`config.mk`:
```
export PLATFORM = sky130hd
export DESIGN_NAME = mmio_timer
export DESIGN_NICKNAME = d
export VERILOG_FILES = /design/src/rtl/mmio_timer.sv
export SDC_FILE = /design/constraint.sdc
export NUM_CORES = 1
export LEC_CHECK = 0
export BUFFER_PORTS_ARGS = -buffer_cell sky130_fd_sc_hd__buf_2
export CAP_MARGIN = 20
export CORE_UTILIZATION = 60
export CTS_BUF_LIST = sky130_fd_sc_hd__clkbuf_4 sky130_fd_sc_hd__clkbuf_8
export DETAILED_ROUTE_END_ITERATION = 6
export GPL_TIMING_DRIVEN = 0
export PLACE_DENSITY = 0.81
export SLEW_MARGIN = 20
export SYNTH_ARGS = -nofsm -noshare
export SYNTH_HDL_FRONTEND = slang
export SYNTH_SLANG_ARGS = --single-unit
```
`constraint.sdc`:
```
create_clock -name clk -period 17.8 [get_ports clk]
set_input_delay 1.78 -clock clk [delete_from_list [all_inputs] [get_ports clk]]
set_output_delay 1.78 -clock clk [all_outputs]
set_load 0.03 [all_outputs]
```
`src/rtl/mmio_timer.sv`:
```
// Memory-mapped 64-bit machine timer: prescaled mtime, 64-bit mtimecmp,
// sticky match flag and a level interrupt, on the core's shared data-port handshake.
module mmio_timer #(
  parameter int BASE     = 1056,
  parameter int PRESCALE = 12
) (
  input  logic        clk,
  input  logic        rst,
  input  logic        mem_en,
  input  logic        mem_write,
  input  logic [31:0] addr,
  input  logic [31:0] wdata,
  output logic [31:0] rdata,
  output logic        read_ack,
  output logic        irq
);

  localparam logic [31:0] BASE_W  = BASE;
  localparam logic [15:0] PRE_MAX = 16'(PRESCALE - 1);

  localparam logic [2:0] OFF_MTIME_LO = 3'd0;
  localparam logic [2:0] OFF_MTIME_HI = 3'd1;
  localparam logic [2:0] OFF_CMP_LO   = 3'd2;
  localparam logic [2:0] OFF_CMP_HI   = 3'd3;
  localparam logic [2:0] OFF_CTRL     = 3'd4;
  localparam logic [2:0] OFF_STATUS   = 3'd5;

  logic [63:0] mtime, mtimecmp;
  logic [31:0] hi_shadow;
  logic [15:0] pre;
  logic        en, irq_en, pending;

  logic        sel, wr, rd, tick, mt_wr, stop_wr, match;
  logic [2:0]  off;
  logic [31:0] rd_mux;

  // Byte lanes are not decoded; every access is treated as a full word.
  logic unused_addr;
  assign unused_addr = ^addr[1:0];

  assign sel     = (addr[31:5] == BASE_W[31:5]);
  assign off     = addr[4:2];
  assign wr      = mem_en & mem_write & sel;
  assign rd      = mem_en & ~mem_write & sel;
  assign tick    = en && (pre == PRE_MAX);
  assign mt_wr   = wr && (off == OFF_MTIME_LO || off == OFF_MTIME_HI);
  assign stop_wr = wr && (off == OFF_CTRL) && !wdata[0];
  assign match   = (mtime >= mtimecmp);
  assign irq     = pending & irq_en;

  always_comb begin
    rd_mux = '0;
    case (off)
      OFF_MTIME_LO: rd_mux = mtime[31:0];
      OFF_MTIME_HI: rd_mux = hi_shadow;
      OFF_CMP_LO:   rd_mux = mtimecmp[31:0];
      OFF_CMP_HI:   rd_mux = mtimecmp[63:32];
      OFF_CTRL:     rd_mux = {30'd0, irq_en, en};
      OFF_STATUS:   rd_mux = {31'd0, pending};
      default:      rd_mux = '0;
    endcase
  end

  // Prescaler restarts from zero on any mtime write or when counting stops,
  // so the first increment after enabling lands PRESCALE cycles later.
  always_ff @(posedge clk or posedge rst) begin
    if (rst)                          pre <= '0;
    else if (mt_wr || stop_wr || !en) pre <= '0;
    else if (pre == PRE_MAX)          pre <= '0;
    else                              pre <= pre + 16'd1;
  end

  // A software write to either half wins over a same-edge increment.
  always_ff @(posedge clk or posedge rst) begin
    if (rst) begin
      mtime <= '0;
    end else if (mt_wr) begin
      if (off == OFF_MTIME_LO) mtime[31:0]  <= wdata;
      else                     mtime[63:32] <= wdata;
    end else if (tick) begin
      mtime <= mtime + 64'd1;
    end
  end

  always_ff @(posedge clk or posedge rst) begin
    if (rst) begin
      mtimecmp <= '1;
      en       <= 1'b0;
      irq_en   <= 1'b0;
    end else if (wr) begin
      case (off)
        OFF_CMP_LO: mtimecmp[31:0]  <= wdata;
        OFF_CMP_HI: mtimecmp[63:32] <= wdata;
        OFF_CTRL: begin
          en     <= wdata[0];
          irq_en <= wdata[1];
        end
        default: ;
      endcase
    end
  end

  // Set has priority over a same-cycle software clear.
  always_ff @(posedge clk or posedge rst) begin
    if (rst)                                         pending <= 1'b0;
    else if (match)                                  pending <= 1'b1;
    else if (wr && off == OFF_STATUS && wdata[0])    pending <= 1'b0;
  end

  // Reading MTIME_LO snapshots the upper half so a LO-then-HI pair is coherent.
  always_ff @(posedge clk or posedge rst) begin
    if (rst) begin
      hi_shadow <= '0;
      rdata     <= '0;
      read_ack  <= 1'b0;
    end else begin
      read_ack <= rd;
      if (rd) begin
        rdata <= rd_mux;
        if (off == OFF_MTIME_LO) hi_shadow <= mtime[63:32];
      end
    end
  end

endmodule

```
Word-level counts from Yosys, hierarchy flattened
Index checks and enable logic that the tools add are counted.
{"block": "op_classes", "add_sub_neg": 2, "n_lt_le_gt_ge": 1, "n_eq_ne": 9, "n_mux": 9, "bitwise": 6, "reduce_logical": 20}
{"operator": "32-bit one-hot mux with 6 select lines", "n": 1}
{"operator": "64-bit 2-to-1 mux", "n": 2}
{"operator": "64-bit by 1-bit adder with 64-bit output, second input constant", "n": 1}
{"operator": "64-bit greater-or-equal comparator", "n": 1}
{"operator": "32-bit 2-to-1 mux", "n": 2}
{"operator": "16-bit 2-to-1 mux", "n": 2}
{"operator": "27-bit by 6-bit equality test with 1-bit output, second input constant", "n": 1}
{"operator": "16-bit by 1-bit adder with 16-bit output, second input constant", "n": 1}
{"operator": "16-bit by 4-bit equality test with 1-bit output, second input constant", "n": 1}
{"operator": "2-bit AND reduction", "n": 6}
{"operator": "3-bit by 2-bit equality test with 1-bit output, second input constant", "n": 2}
{"operator": "3-bit equality test, second input constant", "n": 2}
{"operator": "1-bit logical AND", "n": 6}
{"operator": "1-bit bitwise AND", "n": 5}
{"operator": "2-bit nonzero test", "n": 2}
{"operator": "3-bit by 1-bit equality test with 1-bit output, second input constant", "n": 1}
{"operator": "3-bit logical NOT", "n": 1}
{"operator": "1-bit logical OR", "n": 3}
{"operator": "1-bit logical NOT", "n": 2}
{"operator": "1-bit 2-to-1 mux", "n": 2}
{"operator": "2-bit by 1-bit inequality test with 1-bit output, second input constant", "n": 1}
{"operator": "2-bit inequality test, second input constant", "n": 1}
{"operator": "1-bit NOT", "n": 1}
{"block": "totals", "register_bits": 212, "in_bits": 68, "out_inout_bits": 34, "wordCells": 58}

Longest topological paths before layout
{"block": "logic_depth", "word_depth": 7, "depth_mapped": 10, "mapped_depth_nobuf": 9}

Worst setup path before layout
No wires, ideal clock.
{"block": "synth_path", "path_type": "in2reg", "from": "in addr[25]", "to": "reg hi_shadow[0]", "setup_time_ps": 128, "arrival_ps": 3732, "t_required_ps": 17672, "setup_slack_ps": 13940, "cell_stages": 7, "path_buffers": 2, "cell_sequence": "or4_1 nor4_4 nand2b_1 buf_2 nor4_4 buf_4 mux2_1"}
{"block": "synth_via", "elab_chain_len": 3}
{"element": "from (decl)", "line": "11", "text": "input logic [31:0] addr,"}
{"element": "27-bit by 6-bit equality test with 1-bit output", "line": "41", "text": "assign sel = (addr[31:5] == BASE_W[31:5]);"}
{"element": "1-bit bitwise AND", "line": "44", "text": "assign rd = mem_en & ~mem_write & sel;"}
{"element": "2-bit AND reduction (no source line)"}
{"element": "to (signal assigned)", "line": "120", "text": "if (off == OFF_MTIME_LO) hi_shadow <= mtime[63:32];"}
{"element": "to (decl)", "line": "29", "text": "logic [31:0] hi_shadow;"}
No other way between the ends.
A chain may end at the register's enable or synchronous reset.

Final worst setup path
{"block": "layout_path", "from": "in addr[2]", "to": "reg rdata[14]"}
{"block": "layout_via", "elab_chain_len": 2, "elab_cells_between_ends": 7, "cone_classes": "eq/ne: 5; mux: 1; reduce/logical: 1"}
{"element": "3-bit equality test (tied with other cells)", "line": "53", "text": "case (off)"}
{"element": "32-bit one-hot mux with 6 select lines *", "line": "53"}
{"element": "to (signal assigned)", "line": "119", "text": "rdata <= rd_mux;"}
{"element": "to (decl)", "line": "13", "text": "output logic [31:0] rdata,"}
Mark *: on every way between the ends. The rest lies on a longest branch, timed or not.

==> results.yml <==
run_status:
  outcome: "complete, no violations"
synth:
  async_reset_ff_frac: 1.000
  synth_edf_count: 0
  ys_seq_area_frac: 0.4438
  syn-cell-area_sq_mm: 0.01214
  yosysWarnings: 0
  syn_inst: 1258
  synth_fp_nets: 1392
  postSynthAreaPerCell_sq_um: 9.647
  synth_cell_types: 59
  ys_ff_latch: 212
  ys.flop_type: "dfrtp_1"
floorplanning:
  core_region_area_sq_mm: 0.01965
  pin_count: 102
  fp.dieArea_sq_mm: 0.02080
  die_h_um: 144.2
  start_util: 0.6175
  dieWidth_um: 144.2
  rows: 51
final_layout:
  n_antenna_cell: 0
  layout.nets: 1532
  drive_gt1_frac: 0.2388
  area_delta_synth_final_pct: 14.19
  final_util: 0.7051
route:
  viasPerCell: 6.546
  drtIter0Drc: 1276
  wirelength_um: 37860
  wl_per_cell_um: 22.36
  dr.pass1.iters: 5
  num_vias: 11082
  drtAntennaViolNets: 0
  drc_errors: 0
setup_path:
  reg2reg_depth: 7
  rr_endpoint: "mtime[53]$_DFFE_PP0P_"
  endpoint: "rdata[14]$_DFFE_PP0P_"
  cp.required_ns: 18.24
  regToRegSetupSlack_ns: 14.44
  critPathArrivalTime_ns: 4.94
  cp-start-kind: "input port"
  crit_start: "addr[2]"
  end_kind: "flop"
  criticalPathCategory: "in -> reg"
  r2r-start: "mtime[4]$_DFFE_PP0P_"
  crit_path_max_fanout: 10
timing:
  finalSetupTns_ns: 0
  period_share: 0.2528
  fmax_mhz: 222.3
  worstMarginPinSlew_ns: 1.099
  period_needed_ns: 4.499
  skew_ns: 0.02327
  hold_viol: 0
  slew_headroom: 0.2676
  setup_viol: 0
  finalMaxSlewViolations: 0
  rsz0062_at_grt: "no"
global_routing:
  grt_use_total: 0.3780
  grt_pass1_vias: 10671
  overflow: 0
  grt_max_degree: 109
  grt_first_pass_wirelength_um: 58460
  antenna_found_initial: 0
cts:
  cts-hold-fix-buffers: 0
  cts_resized: 0
  cts_setup_buffers: 0
  cts_buffers: 38
  root_buffer: "clkbuf_8"
  htreeDepth: 2
  numClockSinks: 212
  insertion_delay_ns: 0.54
  cts_tree: "done"
  clock_path_buffers: 3
  clk_pin_slew_ns: 0.06
placement:
  port_buffers: 99
  dp_hpwl_um: 26790
  gp_congestion: 0.9856
power_and_ir_drop:
  p_int_uw: 792.1
  pwr-share-seq: 0.472
  combPwrFrac: 0.033
  power.leakage_nw: 6.338
  peakVddDrop_mv: 0.06079
  switching_share: 0.2260
  p_switching_uw: 231.3
  clkPwrFrac: 0.495
  p_per_area_mw_per_mm2: 73.86
worst_hold_path:
  worstHoldPathType: "reg -> reg"
flow_run:
  drv_cap: 0
==> how the worst min path moves through the flow <==
stage                                         from                       end  slack (ns)  depth (start not counted)
after floorplan           hi_shadow[1]$_DFFE_PP0P_  hi_shadow[1]$_DFFE_PP0P_        0.45                          1
after global placement        rdata[8]$_DFFE_PP0P_      rdata[8]$_DFFE_PP0P_        0.45                          2
after detailed placement      rdata[8]$_DFFE_PP0P_      rdata[8]$_DFFE_PP0P_        0.46                          2
after CTS                     rdata[9]$_DFFE_PP0P_      rdata[9]$_DFFE_PP0P_        0.48                          2
after global routing      hi_shadow[8]$_DFFE_PP0P_  hi_shadow[8]$_DFFE_PP0P_        0.50                          1
final                        rdata[17]$_DFFE_PP0P_     rdata[17]$_DFFE_PP0P_        0.47                          2
==> cell usage after synthesis, types with 5 or more instances <==
| cell type | n | area (sq um) |
|---|---|---|
| or4_1 | 8 | 60.06 |
| nor3_1 | 13 | 65.06 |
| nand4_1 | 33 | 206.5 |
| or3_1 | 5 | 31.28 |
| xnor2_1 | 5 | 43.79 |
| nor2b_1 | 5 | 31.28 |
| mux2_2 | 69 | 777.0 |
| nor2_1 | 50 | 187.7 |
| o21ai_0 | 82 | 410.4 |
| a22o_1 | 29 | 254.0 |
| buf_1 | 10 | 37.54 |
| o21ai_1 | 5 | 25.02 |
| ha_1 | 66 | 825.8 |
| nor4_1 | 8 | 50.05 |
| dfstp_2 | 64 | 1682 |
| nand2_1 | 131 | 491.7 |
| buf_2 | 19 | 95.09 |
| and4_1 | 12 | 105.1 |
| a21o_1 | 9 | 67.56 |
| a21oi_1 | 139 | 695.7 |
| mux2_1 | 30 | 337.8 |
| inv_1 | 73 | 274.0 |
| nand3_1 | 51 | 255.2 |
| a221oi_1 | 32 | 280.3 |
| and3_1 | 16 | 100.1 |
| a2bb2oi_1 | 5 | 43.79 |
| dfrtp_1 | 148 | 3704 |
| o22ai_1 | 25 | 156.4 |
| clkbuf_1 | 39 | 146.4 |
| xor2_1 | 9 | 78.83 |
| a31oi_1 | 5 | 31.28 |
==> flip-flops by register name, indices dropped and copies added (netlist names) <==
register / flops
mtimecmp: 64
pre: 16
irq_en: 1
pending: 1
hi_shadow: 32
mtime: 64
read_ack: 1
rdata: 32
en: 1
==> metal layers <==
layer  routed length [um]  GRT usage  up-vias  part of all wire
met1                15760     0.5149     5356              0.42
li1                     -          -     4928                 -
met5                    0          0        -                 0
met4                 1476     0.1795        0             0.039
met2                16680     0.5683      675              0.44
met3                 3939    0.09040      123              0.10
==> logic make-up (layout without fill, tap and decap cells) <==
| logic type | Yosys count | after routing | synth area share |
|---|---|---|---|
| AOI/OAI and AO/OA | 365 | 365 | 0.1858 |
| muxes | 105 | 105 | 0.09888 |
| buffers and inverters | 147 | 317 | 0.04887 |
| and+or+nand+nor | 349 | 349 | 0.1445 |
| DFF | 212 | 212 | 0.4438 |
| adders and majority gates | 66 | 66 | 0.06805 |
| xor gates and xnor gates | 14 | 14 | 0.01010 |
==> placed cells by master, fill, tap and decap left out, types with 13 or more instances in the layout <==
cell type	n
a21oi_1	139
clkbuf_4	15
clkbuf_1	39
mux2_2	69
nor2_1	50
dfstp_2	64
nand3_1	51
nand4_1	33
nor3_1	13
a221oi_1	32
buf_2	118
mux2_1	30
inv_1	72
dfrtp_1	148
nand2_1	131
and3_1	16
a22o_1	29
o21ai_0	82
o22ai_1	25
ha_1	66
clkbuf_8	51
==> area by class of cell <==
class	instances	area (sq um)
Multi-Input combinational cell	899	6157
Fill cell	1553	5797
Sequential cell	212	5385
Clock buffer	66	814.5
Timing Repair Buffer	100	523.0
Tap cell	265	331.6
Buffer	74	319.1
Inverter	73	281.5
Clock inverter	4	45.04
==> worst max-delay path: stages <==
cell	delay, ns
buf_2	0.09
clkbuf_1	0.51
inv_1	0.25
nor3_1	0.28
clkbuf_1	0.67
clkbuf_1	0.88
a221oi_1	0.21
o21ai_0	0.25
==> power groups by stage <==
| stage | combinational, mW | sequential, mW | clock (mW) |
|---|---|---|---|
| after floorplan | 0.0128 | 0.491 | 0 |
| after global placement | 0.0318 | 0.491 | 0 |
| after detailed placement | 0.0332 | 0.491 | 0 |
| after CTS | 0.0335 | 0.483 | 0.509 |
| after global routing | 0.0365 | 0.483 | 0.531 |
| final | 0.0338 | 0.483 | 0.507 |
==> per-stage QoR <==
stage	hold WS, ns	area, sq um	setup slack, ns	cells	power [mW]
after floorplan	0.4524	12140	10.33	1258	0.5037
after global placement	0.4475	12960	7.961	1622	0.5228
after detailed placement	0.4591	13000	13.04	1623	0.5241
after CTS	0.4780	13860	13.52	1693	1.025
after global routing	0.4991	13860	13.20	1693	1.050
final	0.4706	13860	13.30	1693	1.023
Power figures use the tool's default switching activity.
